==> src/rtl/cl_sertfg_uart_rx.sv <==
// -----------------------------------------------------------------------------
// cl_sertfg_uart_rx
// Receive side of the CameraLink serial-control channel. Recovers 8N1 UART
// bytes sent by the camera on SerTFG and presents them to the host serial
// bridge through a one-deep holding register with a valid/ready handshake.
//
// Parameters:
//   CLKS_PER_BIT  clock cycles per UART bit (minimum 8)
//   CNT_W         bit-timing counter width, 2**CNT_W > CLKS_PER_BIT
//
// Ports:
//   clk          system clock, rising edge
//   rst          asynchronous active-high reset
//   sertfg_in    single-ended SerTFG line from the LVDS buffer (idles high)
//   rx_data      held byte, LSB received first
//   rx_valid     rx_data holds an unconsumed byte
//   rx_ready     consumer accepts the byte when rx_valid && rx_ready
//   framing_err  one-cycle pulse when the stop bit is sampled low
//   overrun      sticky: a byte was dropped because the holding register was full
//   ovr_clr      clears overrun
//
// Build option:
//   YV_SERTFG_MAJORITY_EN  when defined, every bit decision is the 2-of-3
//                          majority of the line around the nominal sample
//                          point, taken one cycle late.
// -----------------------------------------------------------------------------
module cl_sertfg_uart_rx #(
  parameter int CLKS_PER_BIT = 10417,
  parameter int CNT_W        = 16
) (
  input  logic       clk,
  input  logic       rst,
  input  logic       sertfg_in,
  output logic [7:0] rx_data,
  output logic       rx_valid,
  input  logic       rx_ready,
  output logic       framing_err,
  output logic       overrun,
  input  logic       ovr_clr
);

  typedef enum logic [2:0] {
    ST_IDLE  = 3'd0,
    ST_START = 3'd1,
    ST_DATA  = 3'd2,
    ST_STOP  = 3'd3,
    ST_BREAK = 3'd4
  } state_t;

`ifdef YV_SERTFG_MAJORITY_EN
  // One extra cycle on the first load moves every decision to nominal+1,
  // where the samples at nominal-1, nominal and nominal+1 are all available.
  localparam logic [CNT_W-1:0] FIRST_LOAD = CNT_W'(CLKS_PER_BIT / 2 + 1);
`else
  localparam logic [CNT_W-1:0] FIRST_LOAD = CNT_W'(CLKS_PER_BIT / 2);
`endif
  localparam logic [CNT_W-1:0] BIT_LOAD = CNT_W'(CLKS_PER_BIT);
  localparam logic [CNT_W-1:0] CNT_ONE  = CNT_W'(1);

`ifdef YV_SERTFG_MAJORITY_EN
  function automatic logic maj3(input logic a, input logic b, input logic c);
    return (a & b) | (a & c) | (b & c);
  endfunction
`endif

  logic             sync1_r;
  logic             s_r;
  logic             s_d_r;
`ifdef YV_SERTFG_MAJORITY_EN
  logic             s_d2_r;
`endif
  state_t           state_r;
  state_t           state_nxt_s;
  logic [CNT_W-1:0] cnt_r;
  logic [2:0]       bit_idx_r;
  logic [7:0]       shift_r;

  logic             sample_s;
  logic             fall_s;
  logic             expire_s;
  logic             cnt_load_s;
  logic [CNT_W-1:0] cnt_load_val_s;
  logic             idx_clr_s;
  logic             shift_en_s;
  logic             deliver_s;
  logic             frame_err_s;

`ifdef YV_SERTFG_MAJORITY_EN
  assign sample_s = maj3(s_d2_r, s_d_r, s_r);
`else
  assign sample_s = s_r;
`endif
  // Start edge is detected against the previous synchronized value.
  assign fall_s   = s_d_r & ~s_r;
  assign expire_s = (cnt_r == CNT_ONE);

  // Two-flop synchronizer plus delayed copies for edge detection / voting.
  always_ff @(posedge clk or posedge rst) begin
    if (rst) begin
      sync1_r <= 1'b1;
      s_r     <= 1'b1;
      s_d_r   <= 1'b1;
`ifdef YV_SERTFG_MAJORITY_EN
      s_d2_r  <= 1'b1;
`endif
    end else begin
      sync1_r <= sertfg_in;
      s_r     <= sync1_r;
      s_d_r   <= s_r;
`ifdef YV_SERTFG_MAJORITY_EN
      s_d2_r  <= s_d_r;
`endif
    end
  end

  // Receiver state register.
  always_ff @(posedge clk or posedge rst) begin
    if (rst) begin
      state_r <= ST_IDLE;
    end else begin
      state_r <= state_nxt_s;
    end
  end

  // Next-state and per-cycle control decode.
  always_comb begin
    state_nxt_s    = state_r;
    cnt_load_s     = 1'b0;
    cnt_load_val_s = BIT_LOAD;
    idx_clr_s      = 1'b0;
    shift_en_s     = 1'b0;
    deliver_s      = 1'b0;
    frame_err_s    = 1'b0;
    case (state_r)
      ST_IDLE: begin
        if (fall_s) begin
          state_nxt_s    = ST_START;
          cnt_load_s     = 1'b1;
          cnt_load_val_s = FIRST_LOAD;
        end else begin
          state_nxt_s = ST_IDLE;
        end
      end
      ST_START: begin
        if (expire_s) begin
          if (sample_s) begin
            // Line back high mid start bit: glitch, not a frame.
            state_nxt_s = ST_IDLE;
          end else begin
            state_nxt_s = ST_DATA;
            cnt_load_s  = 1'b1;
            idx_clr_s   = 1'b1;
          end
        end else begin
          state_nxt_s = ST_START;
        end
      end
      ST_DATA: begin
        if (expire_s) begin
          shift_en_s = 1'b1;
          cnt_load_s = 1'b1;
          if (bit_idx_r == 3'd7) begin
            state_nxt_s = ST_STOP;
          end else begin
            state_nxt_s = ST_DATA;
          end
        end else begin
          state_nxt_s = ST_DATA;
        end
      end
      ST_STOP: begin
        if (expire_s) begin
          if (sample_s) begin
            // Returning at mid stop bit leaves room to catch the next start edge.
            deliver_s   = 1'b1;
            state_nxt_s = ST_IDLE;
          end else begin
            frame_err_s = 1'b1;
            state_nxt_s = ST_BREAK;
          end
        end else begin
          state_nxt_s = ST_STOP;
        end
      end
      ST_BREAK: begin
        if (s_r) begin
          state_nxt_s = ST_IDLE;
        end else begin
          state_nxt_s = ST_BREAK;
        end
      end
      default: begin
        state_nxt_s = ST_IDLE;
      end
    endcase
  end

  // Bit-timing counter, bit index and shift register.
  always_ff @(posedge clk or posedge rst) begin
    if (rst) begin
      cnt_r     <= '0;
      bit_idx_r <= 3'd0;
      shift_r   <= 8'h00;
    end else begin
      if (cnt_load_s) begin
        cnt_r <= cnt_load_val_s;
      end else if (cnt_r > CNT_ONE) begin
        cnt_r <= cnt_r - CNT_ONE;
      end else begin
        cnt_r <= cnt_r;
      end
      if (idx_clr_s) begin
        bit_idx_r <= 3'd0;
      end else if (shift_en_s) begin
        bit_idx_r <= bit_idx_r + 3'd1;
      end else begin
        bit_idx_r <= bit_idx_r;
      end
      if (shift_en_s) begin
        shift_r[bit_idx_r] <= sample_s;
      end else begin
        shift_r <= shift_r;
      end
    end
  end

  // Holding register, handshake and status flags.
  always_ff @(posedge clk or posedge rst) begin
    if (rst) begin
      rx_data     <= 8'h00;
      rx_valid    <= 1'b0;
      framing_err <= 1'b0;
      overrun     <= 1'b0;
    end else begin
      framing_err <= frame_err_s;
      if (deliver_s) begin
        // A same-cycle consume frees the register for the new byte.
        if (!rx_valid || rx_ready) begin
          rx_data  <= shift_r;
          rx_valid <= 1'b1;
        end else begin
          rx_data  <= rx_data;
          rx_valid <= rx_valid;
        end
      end else if (rx_valid && rx_ready) begin
        rx_data  <= rx_data;
        rx_valid <= 1'b0;
      end else begin
        rx_data  <= rx_data;
        rx_valid <= rx_valid;
      end
      // A new overrun wins over a simultaneous clear.
      if (deliver_s && rx_valid && !rx_ready) begin
        overrun <= 1'b1;
      end else if (ovr_clr) begin
        overrun <= 1'b0;
      end else begin
        overrun <= overrun;
      end
    end
  end

endmodule

==> config.mk <==
export PLATFORM = sky130hd
export DESIGN_NAME = cl_sertfg_uart_rx
export DESIGN_NICKNAME = d
export VERILOG_FILES = /design/src/rtl/cl_sertfg_uart_rx.sv
export SDC_FILE = /design/constraint.sdc
export NUM_CORES = 1
export LEC_CHECK = 0
export ABC_CLOCK_PERIOD_IN_PS = 6400
export BUFFER_PORTS_ARGS = -buffer_cell sky130_fd_sc_hd__buf_2
export CAP_MARGIN = 20
export CORE_MARGIN = 2
export CORE_UTILIZATION = 55
export DETAILED_ROUTE_END_ITERATION = 8
export GPL_TIMING_DRIVEN = 1
export MAX_ROUTING_LAYER = met4
export PLACE_DENSITY = 0.82
export SLEW_MARGIN = 20
export SYNTH_ARGS = -nofsm -noshare
export SYNTH_HDL_FRONTEND = slang
export SYNTH_SLANG_ARGS = --single-unit
==> constraint.sdc <==
create_clock -name clk -period 6.4 [get_ports clk]
set_input_delay 0.64 -clock clk [delete_from_list [all_inputs] [get_ports clk]]
set_output_delay 0.64 -clock clk [all_outputs]
set_load 0.01 [all_outputs]
==> metrics.txt, run 1 <==
# TYPE chip_impl_metric gauge
chip_impl_info{name="run_status",value="complete, no violations"} 1
chip_impl_info{name="synth_top_family_by_area",value="simple AND/OR/NAND/NOR gates"} 1
chip_impl_metric{name="final.fill_count",unit=""} 319
chip_impl_metric{name="fin_hold_ws",unit="ns"} 0.364
chip_impl_metric{name="layout.nets",unit=""} 228
chip_impl_metric{name="synth-seq-cells",unit=""} 44
chip_impl_metric{name="number_of_cells_upsized_or_downsized_after_cts",unit=""} 0
chip_impl_metric{name="timing.final.crit_period",unit="ns"} 2.75
chip_impl_metric{name="clock_path_buffers",unit=""} 2
chip_impl_metric{name="crit_required",unit="ns"} 6.60
chip_impl_metric{name="area_of_the_die",unit="um2"} 4610
chip_impl_metric{name="post_synth_fa_ha_maj_area_fraction",unit="%"} 2.23
chip_impl_info{name="critical_path.reg2reg.endpoint",value="bit_idx_r[0]"} 1
chip_impl_info{name="cts_tree",value="built"} 1
chip_impl_metric{name="dieHeight",unit="um"} 67.9
chip_impl_info{name="r2r_path_start",value="cnt_r[1]"} 1
chip_impl_metric{name="footprint_of_the_flip_flops_and_latches",unit="um2"} 1100
chip_impl_info{name="clock_tree.root_cell",value="clkbuf_8"} 1
chip_impl_metric{name="mappedNetlistArea",unit="um2"} 2240
chip_impl_metric{name="tightestPinTransition",unit="ns"} 0.722
chip_impl_metric{name="fraction_of_final_layout_cells_with_drive_strength_greater_than_1",unit="%"} 26.4
chip_impl_metric{name="drt-initial-drc-count",unit=""} 156
chip_impl_metric{name="cts.sink_count",unit=""} 44
chip_impl_info{name="synth.most_common_cell",value="dfrtp_1"} 1
chip_impl_metric{name="cts-hold-fix-buffers",unit=""} 0
chip_impl_metric{name="net-switching-power",unit="uW"} 260
chip_impl_metric{name="power.share.combinational",unit="%"} 23.7
chip_impl_metric{name="diodes",unit=""} 0
chip_impl_metric{name="powerDensity",unit="nW/um2"} 314
chip_impl_metric{name="wire_per_inst",unit="um"} 16.5
chip_impl_info{name="worst_setup_path_start_kind",value="flip-flop"} 1
chip_impl_metric{name="worst_hold_path.num_cells",unit=""} 0
chip_impl_metric{name="report.final.setup_viol",unit=""} 0
chip_impl_metric{name="yosys-mux-area-fraction",unit="%"} 10.4
chip_impl_metric{name="global_route.usage.total",unit="%"} 23.1
chip_impl_metric{name="asyncSetResetFlopFracSynth",unit="%"} 100
chip_impl_info{name="timing.setup.critical_path_class",value="reg2reg"} 1
chip_impl_metric{name="floorplan.io_pins",unit=""} 16
chip_impl_metric{name="timing.setup.tns",unit="ns"} 0
chip_impl_info{name="post_synth_main_area_contributors",value="dfrtp_1, mux2_2, dfstp_2, o21ai_0, nand3_1"} 1
chip_impl_metric{name="die_x",unit="um"} 67.9
chip_impl_info{name="timing.hold.worst.start",value="sync1_r"} 1
chip_impl_metric{name="intPower",unit="uW"} 520
chip_impl_info{name="rsz_0062_raised_after_global_routing",value="no"} 1
chip_impl_metric{name="yosysWarnings",unit=""} 0
chip_impl_metric{name="remaining_drc_errors",unit=""} 0
chip_impl_metric{name="wirelength",unit="mm"} 4.45
chip_impl_metric{name="detail-route-antenna-nets",unit=""} 0
chip_impl_metric{name="detailedPlacementHpwl",unit="mm"} 3.03
chip_impl_metric{name="relSlewSlack",unit="%"} 51.5
chip_impl_metric{name="drt_pre_antenna_iters",unit=""} 5
chip_impl_metric{name="power.leakage",unit="nW"} 1.13
chip_impl_metric{name="clkSlewWorstSetupHoldPaths",unit="ns"} 0.08
chip_impl_metric{name="worst_r2r_path_depth",unit=""} 6
chip_impl_metric{name="max-vdd-ir-drop",unit="mV"} 0.202
chip_impl_metric{name="grt_pass1_vias",unit=""} 1522
chip_impl_metric{name="synth_enable_flop_cells",unit=""} 0
chip_impl_metric{name="core-area",unit="um2"} 3970
chip_impl_metric{name="relative_contribution_of_sequential_cells_to_total_power",unit="%"} 47.0
chip_impl_info{name="yosys-top-cells-count",value="dfrtp_1, mux2_2, o21ai_0"} 1
chip_impl_metric{name="power_frac_clock",unit="%"} 29.3
chip_impl_metric{name="worstPathArrival",unit="ns"} 2.95
chip_impl_metric{name="finalPower",unit="uW"} 781
chip_impl_info{name="min_delay_worst_endpoint",value="s_r"} 1
chip_impl_metric{name="synth-simple-area-share",unit="%"} 22.0
chip_impl_metric{name="power_switching_share",unit="%"} 33.3
chip_impl_metric{name="multi_input_comb_area",unit="um2"} 1090
chip_impl_metric{name="maxCapViolCount",unit=""} 0
chip_impl_metric{name="postCtsSetupBuffers",unit=""} 0
chip_impl_metric{name="path_max_fanout",unit=""} 14
chip_impl_metric{name="synthCells",unit=""} 201
chip_impl_info{name="yosys_most_used_dff",value="dfrtp_1"} 1
chip_impl_metric{name="place_congestion",unit=""} 0.935
chip_impl_metric{name="numCtsBuffers",unit=""} 5
chip_impl_info{name="synthDominantAreaCellType",value="dfrtp_1"} 1
chip_impl_metric{name="clock.fmax",unit="GHz"} 0.363
chip_impl_metric{name="placementRows",unit=""} 23
chip_impl_metric{name="layout-area-overhead-vs-synth",unit="%"} 10.6
chip_impl_metric{name="initial_standard_cell_utilization_of_the_core",unit="%"} 56.5
chip_impl_metric{name="worst_clock_skew_on_the_final_layout",unit="ns"} 0.00397
chip_impl_metric{name="htree_num_levels",unit=""} 2
chip_impl_info{name="worstHoldPathType",value="reg2reg"} 1
chip_impl_metric{name="yosysUniqueCellTypes",unit=""} 48
chip_impl_metric{name="worst_skew_pair.late_latency",unit="ns"} 0.31
chip_impl_metric{name="avgSynthCellArea",unit="um2"} 11.2
chip_impl_metric{name="synth_compound_gate_area_share",unit="%"} 10.9
chip_impl_metric{name="synth_fp_nets",unit=""} 210
chip_impl_metric{name="grt_remaining_overflow",unit=""} 0
chip_impl_metric{name="r2r_setup_slack",unit="ns"} 3.65
chip_impl_metric{name="grt_start_max_net_pins",unit=""} 45
chip_impl_metric{name="antenna_found_initial",unit=""} 0
chip_impl_metric{name="yosys.area_share.xor_xnor",unit="%"} 3.12
chip_impl_info{name="endpoint_kind",value="flip-flop"} 1
chip_impl_metric{name="hold_viol_final",unit=""} 0
chip_impl_metric{name="timing.final.crit_share",unit="%"} 43.0
chip_impl_metric{name="route.vias.total",unit=""} 1660
chip_impl_metric{name="portbufs",unit=""} 15
chip_impl_metric{name="synth.top_cell.area_share",unit="%"} 45.7
chip_impl_metric{name="timing_max_transition_violations_final",unit=""} 0
chip_impl_metric{name="synth_sequential_area_ratio",unit="%"} 49.2
chip_impl_metric{name="first_pass_grt_wire_length",unit="mm"} 7.58
chip_impl_metric{name="avgViaCountPerCell",unit=""} 6.15
-- power by group through the flow --
stage	sequential, mW	combinational [mW]	clock, mW
finish	0.367	0.185	0.229
global route	0.376	0.211	0.245
CTS	0.367	0.184	0.230
detailed placement	0.371	0.181	0
global placement	0.369	0.178	0
floorplan	0.357	0.153	0
-- cells by family (layout without fill, tap and decap cells) --
group           count (synthesis)  count (layout)
flops                          44              44
compound gates                 39              39
simple gates                   74              74
fa+ha+maj                       4               4
xor+xnor                        8               8
mux                            21              21
buf+inv                        11              30
-- final cells by class --
| type | count | area share (%) |
|---|---|---|
| Clock inverter | 2 | 1.56 |
| Tap cell | 50 | 2.52 |
| Inverter | 6 | 0.907 |
| Timing Repair Buffer | 16 | 3.32 |
| Clock buffer | 6 | 3.32 |
| Sequential cell | 44 | 44.5 |
| Multi-Input combinational cell | 146 | 43.9 |
-- sequential cells by signal (all words and copies together), names as in the netlist --
| signal | cells |
|---|---|
| framing_err | 1 |
| rx_valid | 1 |
| s_r | 1 |
| s_d_r | 1 |
| overrun | 1 |
| sync1_r | 1 |
| bit_idx_r | 3 |
| rx_data | 8 |
| shift_r | 8 |
| state_r | 3 |
| cnt_r | 16 |
-- cell usage in the layout (no fill, tap or decap), types with 2 or more instances in the layout --
cell,synthesis,routed
or4b_2,2,2
a211o_1,3,3
o31ai_1,2,2
mux2_2,18,18
or2_2,2,2
nand2b_1,3,3
a211oi_1,2,2
and3_1,2,2
dfstp_2,3,3
nor3_1,5,5
nand3_1,11,11
nor3b_1,5,5
nor2_1,10,10
dfrtp_1,41,41
mux2i_1,3,3
nand2_1,7,7
nor2b_1,3,3
or3_1,3,3
o21ai_0,14,14
ha_1,4,4
or4_1,4,4
xnor2_1,4,4
a21oi_1,7,7
inv_1,6,5
clkbuf_8,0,6
xor2_1,4,4
nor4_2,2,2
nand4_1,5,5
buf_2,1,15
nor4_1,3,3
o21ai_1,2,2
-- worst max-delay path by stage --
stage	slack (ns)	startpoint	endpoint	depth (start not counted)
6_report	3.65	cnt_r[1]	bit_idx_r[0]	6
5_1_grt	3.48	cnt_r[1]	bit_idx_r[0]	6
3_3_place_gp	3.81	cnt_r[1]	bit_idx_r[0]	6
3_5_place_dp	3.70	cnt_r[1]	bit_idx_r[0]	6
2_1_floorplan	4.10	cnt_r[1]	bit_idx_r[2]	6
4_1_cts	3.68	cnt_r[1]	bit_idx_r[0]	6
-- metal layers --
| layer | track usage [%] | wire [um] | vias up |
|---|---|---|---|
| met5 | - | 0 | - |
| met3 | 6.41 | 317 | 12 |
| met2 | 32.7 | 1970 | 64 |
| li1 | - | - | 785 |
| met1 | 31.6 | 2030 | 799 |
| met4 | 9.25 | 133 | 0 |
-- critical path: stages (launching register included) --
cell	delay [ns]
dfrtp_1	0.41
inv_1	0.10
ha_1	0.20
or4b_2	0.69
nor4_4	0.65
nand2_1	0.25
mux2_2	0.34
-- per-stage QoR --
stage | worst slack, ns | utilization (%) | instance area, um2 | instances
floorplan | 4.10 | - | 2240 | 201
global placement | 3.81 | 59.5 | 2360 | 262
detailed placement | 3.70 | 59.5 | 2360 | 262
CTS | 3.68 | 62.5 | 2480 | 270
global route | 3.48 | 62.5 | 2480 | 270
finish | 3.65 | 62.5 | 2480 | 270
No activity file was read; power rests on OpenSTA's default activity.
==> run 2: changes to the inputs <==
--- a/config.mk
+++ b/config.mk
@@ -5,11 +5,11 @@
 export SDC_FILE = /design/constraint.sdc
 export NUM_CORES = 1
 export LEC_CHECK = 0
-export ABC_CLOCK_PERIOD_IN_PS = 6400
+export ABC_CLOCK_PERIOD_IN_PS = 2360
 export BUFFER_PORTS_ARGS = -buffer_cell sky130_fd_sc_hd__buf_2
 export CAP_MARGIN = 20
 export CORE_MARGIN = 2
-export CORE_UTILIZATION = 55
+export CORE_UTILIZATION = 53
 export DETAILED_ROUTE_END_ITERATION = 8
 export GPL_TIMING_DRIVEN = 1
 export MAX_ROUTING_LAYER = met4
==> constraint.sdc (replaced) <==
create_clock -name clk -period 2.36 [get_ports clk]
set_input_delay 0.236 -clock clk [delete_from_list [all_inputs] [get_ports clk]]
set_output_delay 0.236 -clock clk [all_outputs]
set_load 0.01 [all_outputs]
==> run 2 against run 1 <==
Effect of this change:
- power increased to 2.8 times the previous value
- sequential cell count unchanged
- highest routed layer unchanged
- core utilization increased by 4.0 points
- critical path depth increased by 2
- die area increased by 3.6%
- sequential share of layout area decreased by 3.3 points
- largest cell class unchanged
- clock power increased by 100%
==> metrics.txt, run 2 (same netlist as run 1, synthesis figures left out) <==
# TYPE chip_impl_metric gauge
chip_impl_info{name="run_status",value="complete, no violations"} 1
chip_impl_metric{name="maxCapViolCount",unit=""} 0
chip_impl_metric{name="layout-area-overhead-vs-synth",unit="%"} 19.4
chip_impl_metric{name="powerDensity",unit="nW/um2"} 807
chip_impl_metric{name="timing.final.crit_share",unit="%"} 98.0
chip_impl_metric{name="avgViaCountPerCell",unit=""} 5.87
chip_impl_metric{name="clock_path_buffers",unit=""} 2
chip_impl_metric{name="remaining_drc_errors",unit=""} 0
chip_impl_metric{name="detailedPlacementHpwl",unit="mm"} 3.34
chip_impl_info{name="cts_tree",value="built"} 1
chip_impl_metric{name="drt_pre_antenna_iters",unit=""} 6
chip_impl_metric{name="finalPower",unit="mW"} 2.16
chip_impl_metric{name="net-switching-power",unit="uW"} 737
chip_impl_metric{name="antenna_found_initial",unit=""} 0
chip_impl_info{name="biggestRegsByFlops",value="cnt_r (16), rx_data (8), shift_r (8)"} 1
chip_impl_metric{name="tightestPinTransition",unit="ns"} 0.566
chip_impl_metric{name="fraction_of_final_layout_cells_with_drive_strength_greater_than_1",unit="%"} 34.4
chip_impl_metric{name="first_pass_grt_wire_length",unit="mm"} 7.92
chip_impl_metric{name="layout.nets",unit=""} 258
chip_impl_metric{name="clkSlewWorstSetupHoldPaths",unit="ns"} 0.08
chip_impl_metric{name="path_max_fanout",unit=""} 4
chip_impl_metric{name="largest_register_ff_count",unit=""} 16
chip_impl_metric{name="timing.setup.tns",unit="ns"} 0
chip_impl_info{name="most-common-layout-cells",value="dfrtp_1, buf_4, mux2_2"} 1
chip_impl_metric{name="power.leakage",unit="nW"} 1.26
chip_impl_info{name="endpoint_kind",value="flip-flop"} 1
chip_impl_info{name="path_cells",value="inv_1 > ha_1 > or4b_4 > buf_4 > nor4_4 > buf_2 > nand3_1 > mux2_2"} 1
chip_impl_metric{name="final.fill_count",unit=""} 318
chip_impl_metric{name="timing_max_transition_violations_final",unit=""} 0
chip_impl_metric{name="wirelength",unit="mm"} 4.79
chip_impl_info{name="critical_path.slowest_cell",value="or4b_4"} 1
chip_impl_metric{name="power_frac_clock",unit="%"} 21.6
chip_impl_metric{name="fin_hold_ws",unit="ns"} 0.0275
chip_impl_metric{name="worst_skew_pair.late_latency",unit="ns"} 0.30
chip_impl_metric{name="crit_required",unit="ns"} 2.55
chip_impl_metric{name="diodes",unit=""} 0
chip_impl_info{name="timing.setup.critical_path_class",value="reg2reg"} 1
chip_impl_metric{name="grt_pass1_vias",unit=""} 1683
chip_impl_metric{name="worst_clock_skew_on_the_final_layout",unit="ns"} 0.00803
chip_impl_metric{name="cell_count_post_placement",unit=""} 288
chip_impl_metric{name="initial_standard_cell_utilization_of_the_core",unit="%"} 55.7
chip_impl_metric{name="place_congestion",unit=""} 0.932
chip_impl_metric{name="worstPathArrival",unit="ns"} 2.50
chip_impl_metric{name="final_cells",unit=""} 300
chip_impl_metric{name="drt-initial-drc-count",unit=""} 116
chip_impl_metric{name="critical_path_buf_inv_count",unit=""} 3
chip_impl_metric{name="dieHeight",unit="um"} 69.1
chip_impl_metric{name="grt_start_max_net_pins",unit=""} 29
chip_impl_info{name="critical-path-top-delay-family",value="simple AND/OR/NAND/NOR gates"} 1
chip_impl_metric{name="detail-route-antenna-nets",unit=""} 0
chip_impl_info{name="timing.hold.worst.start",value="sertfg_in"} 1
chip_impl_metric{name="wire_per_inst",unit="um"} 16.0
chip_impl_metric{name="finish.utilization",unit="%"} 66.5
chip_impl_metric{name="numCtsBuffers",unit=""} 5
chip_impl_metric{name="core-area",unit="um2"} 4030
chip_impl_metric{name="route.vias.total",unit=""} 1761
chip_impl_metric{name="max-vdd-ir-drop",unit="mV"} 0.539
chip_impl_metric{name="hold_viol_final",unit=""} 0
chip_impl_metric{name="clock.fmax",unit="GHz"} 0.432
chip_impl_info{name="worst_setup_path_start_kind",value="flip-flop"} 1
chip_impl_metric{name="global_route.usage.total",unit="%"} 21.4
chip_impl_info{name="max_flop_register",value="cnt_r"} 1
chip_impl_metric{name="power_switching_share",unit="%"} 34.1
chip_impl_metric{name="timing.final.crit_period",unit="ns"} 2.31
chip_impl_metric{name="area_of_the_die",unit="um2"} 4770
chip_impl_metric{name="die_x",unit="um"} 69.1
chip_impl_metric{name="grt_remaining_overflow",unit=""} 0
chip_impl_metric{name="cts.sink_count",unit=""} 44
chip_impl_metric{name="placementRows",unit=""} 23
chip_impl_info{name="mostFrequentLayoutCell",value="dfrtp_1"} 1
chip_impl_metric{name="intPower",unit="mW"} 1.43
chip_impl_metric{name="power.share.combinational",unit="%"} 35.4
chip_impl_metric{name="crit_path_max_incr_delay",unit="ns"} 0.48
chip_impl_info{name="r2r_path_start",value="cnt_r[1]"} 1
chip_impl_metric{name="relSlewSlack",unit="%"} 62.0
chip_impl_metric{name="relative_contribution_of_sequential_cells_to_total_power",unit="%"} 43.0
chip_impl_metric{name="report.final.setup_viol",unit=""} 0
chip_impl_metric{name="floorplan.io_pins",unit=""} 16
chip_impl_info{name="timing.critical_path.from",value="cnt_r[1]"} 1
chip_impl_metric{name="htree_num_levels",unit=""} 2
chip_impl_metric{name="portbufs",unit=""} 15
chip_impl_info{name="clock_tree.root_cell",value="clkbuf_8"} 1
chip_impl_info{name="worstHoldPathType",value="in2reg"} 1
-- run 2: metrics by stage --
| stage | setup slack [ns] | instance area (um2) |
|---|---|---|
| final | 0.0464 | 2680 |
| after global routing | -0.0382 | 2680 |
| after CTS | 0.00147 | 2650 |
| after floorplan | 0.0560 | 2240 |
| after global placement | 0.0922 | 2560 |
| after detailed placement | 0.0280 | 2560 |
-- run 2: per-layer routing --
layer  routed length (um)  part of all wire (%)  global-route usage, %
met5                    0                     0                      -
met4                  114                   2.4                   8.50
met3                  229                   4.8                   3.51
met2                 2210                    46                   33.1
met1                 2240                    47                   28.3
-- run 2: worst paths after layout --
check	endpoint	slack [ns]	depth (start not counted)
worst max-delay path	shift_r[4]	0.05	8
worst min-delay path	sync1_r	0.03	1
worst max register to register	shift_r[4]	0.05	8
worst min register to register	s_r	0.36	0
max in group asynchronous	s_d_r	1.16	4
min in group asynchronous	rx_data[5]	0.46	3
-- run 2: area by class of cell --
| type | instances | area, um2 | share of cell area, % |
|---|---|---|---|
| clock buffer | 6 | 72.6 | 2.71 |
| inverter | 6 | 22.5 | 0.840 |
| timing repair buffer | 46 | 312 | 11.6 |
| clock inverter | 2 | 12.5 | 0.467 |
| tap | 50 | 62.6 | 2.33 |
| sequential | 44 | 1100 | 41.2 |
| multi-input combinational | 146 | 1090 | 40.8 |
-- run 2: power by group through the flow --
| stage | clock, mW | sequential, mW | combinational (mW) |
|---|---|---|---|
| floorplan | 0 | 0.969 | 0.415 |
| global placement | 0 | 0.939 | 0.714 |
| detailed placement | 0 | 0.942 | 0.722 |
| CTS | 0.475 | 0.928 | 0.735 |
| global route | 0.513 | 0.944 | 0.836 |
| finish | 0.468 | 0.930 | 0.766 |
-- run 2: what timing repair did --
item | 4_1_cts | 5_1_grt
endpoints found under the hold margin | 14 | 0
resized for setup | 0 | 2
hold buffers | 1 | 0
endpoints found under the setup margin | 0 | 12
buffers inserted | 0 | 2
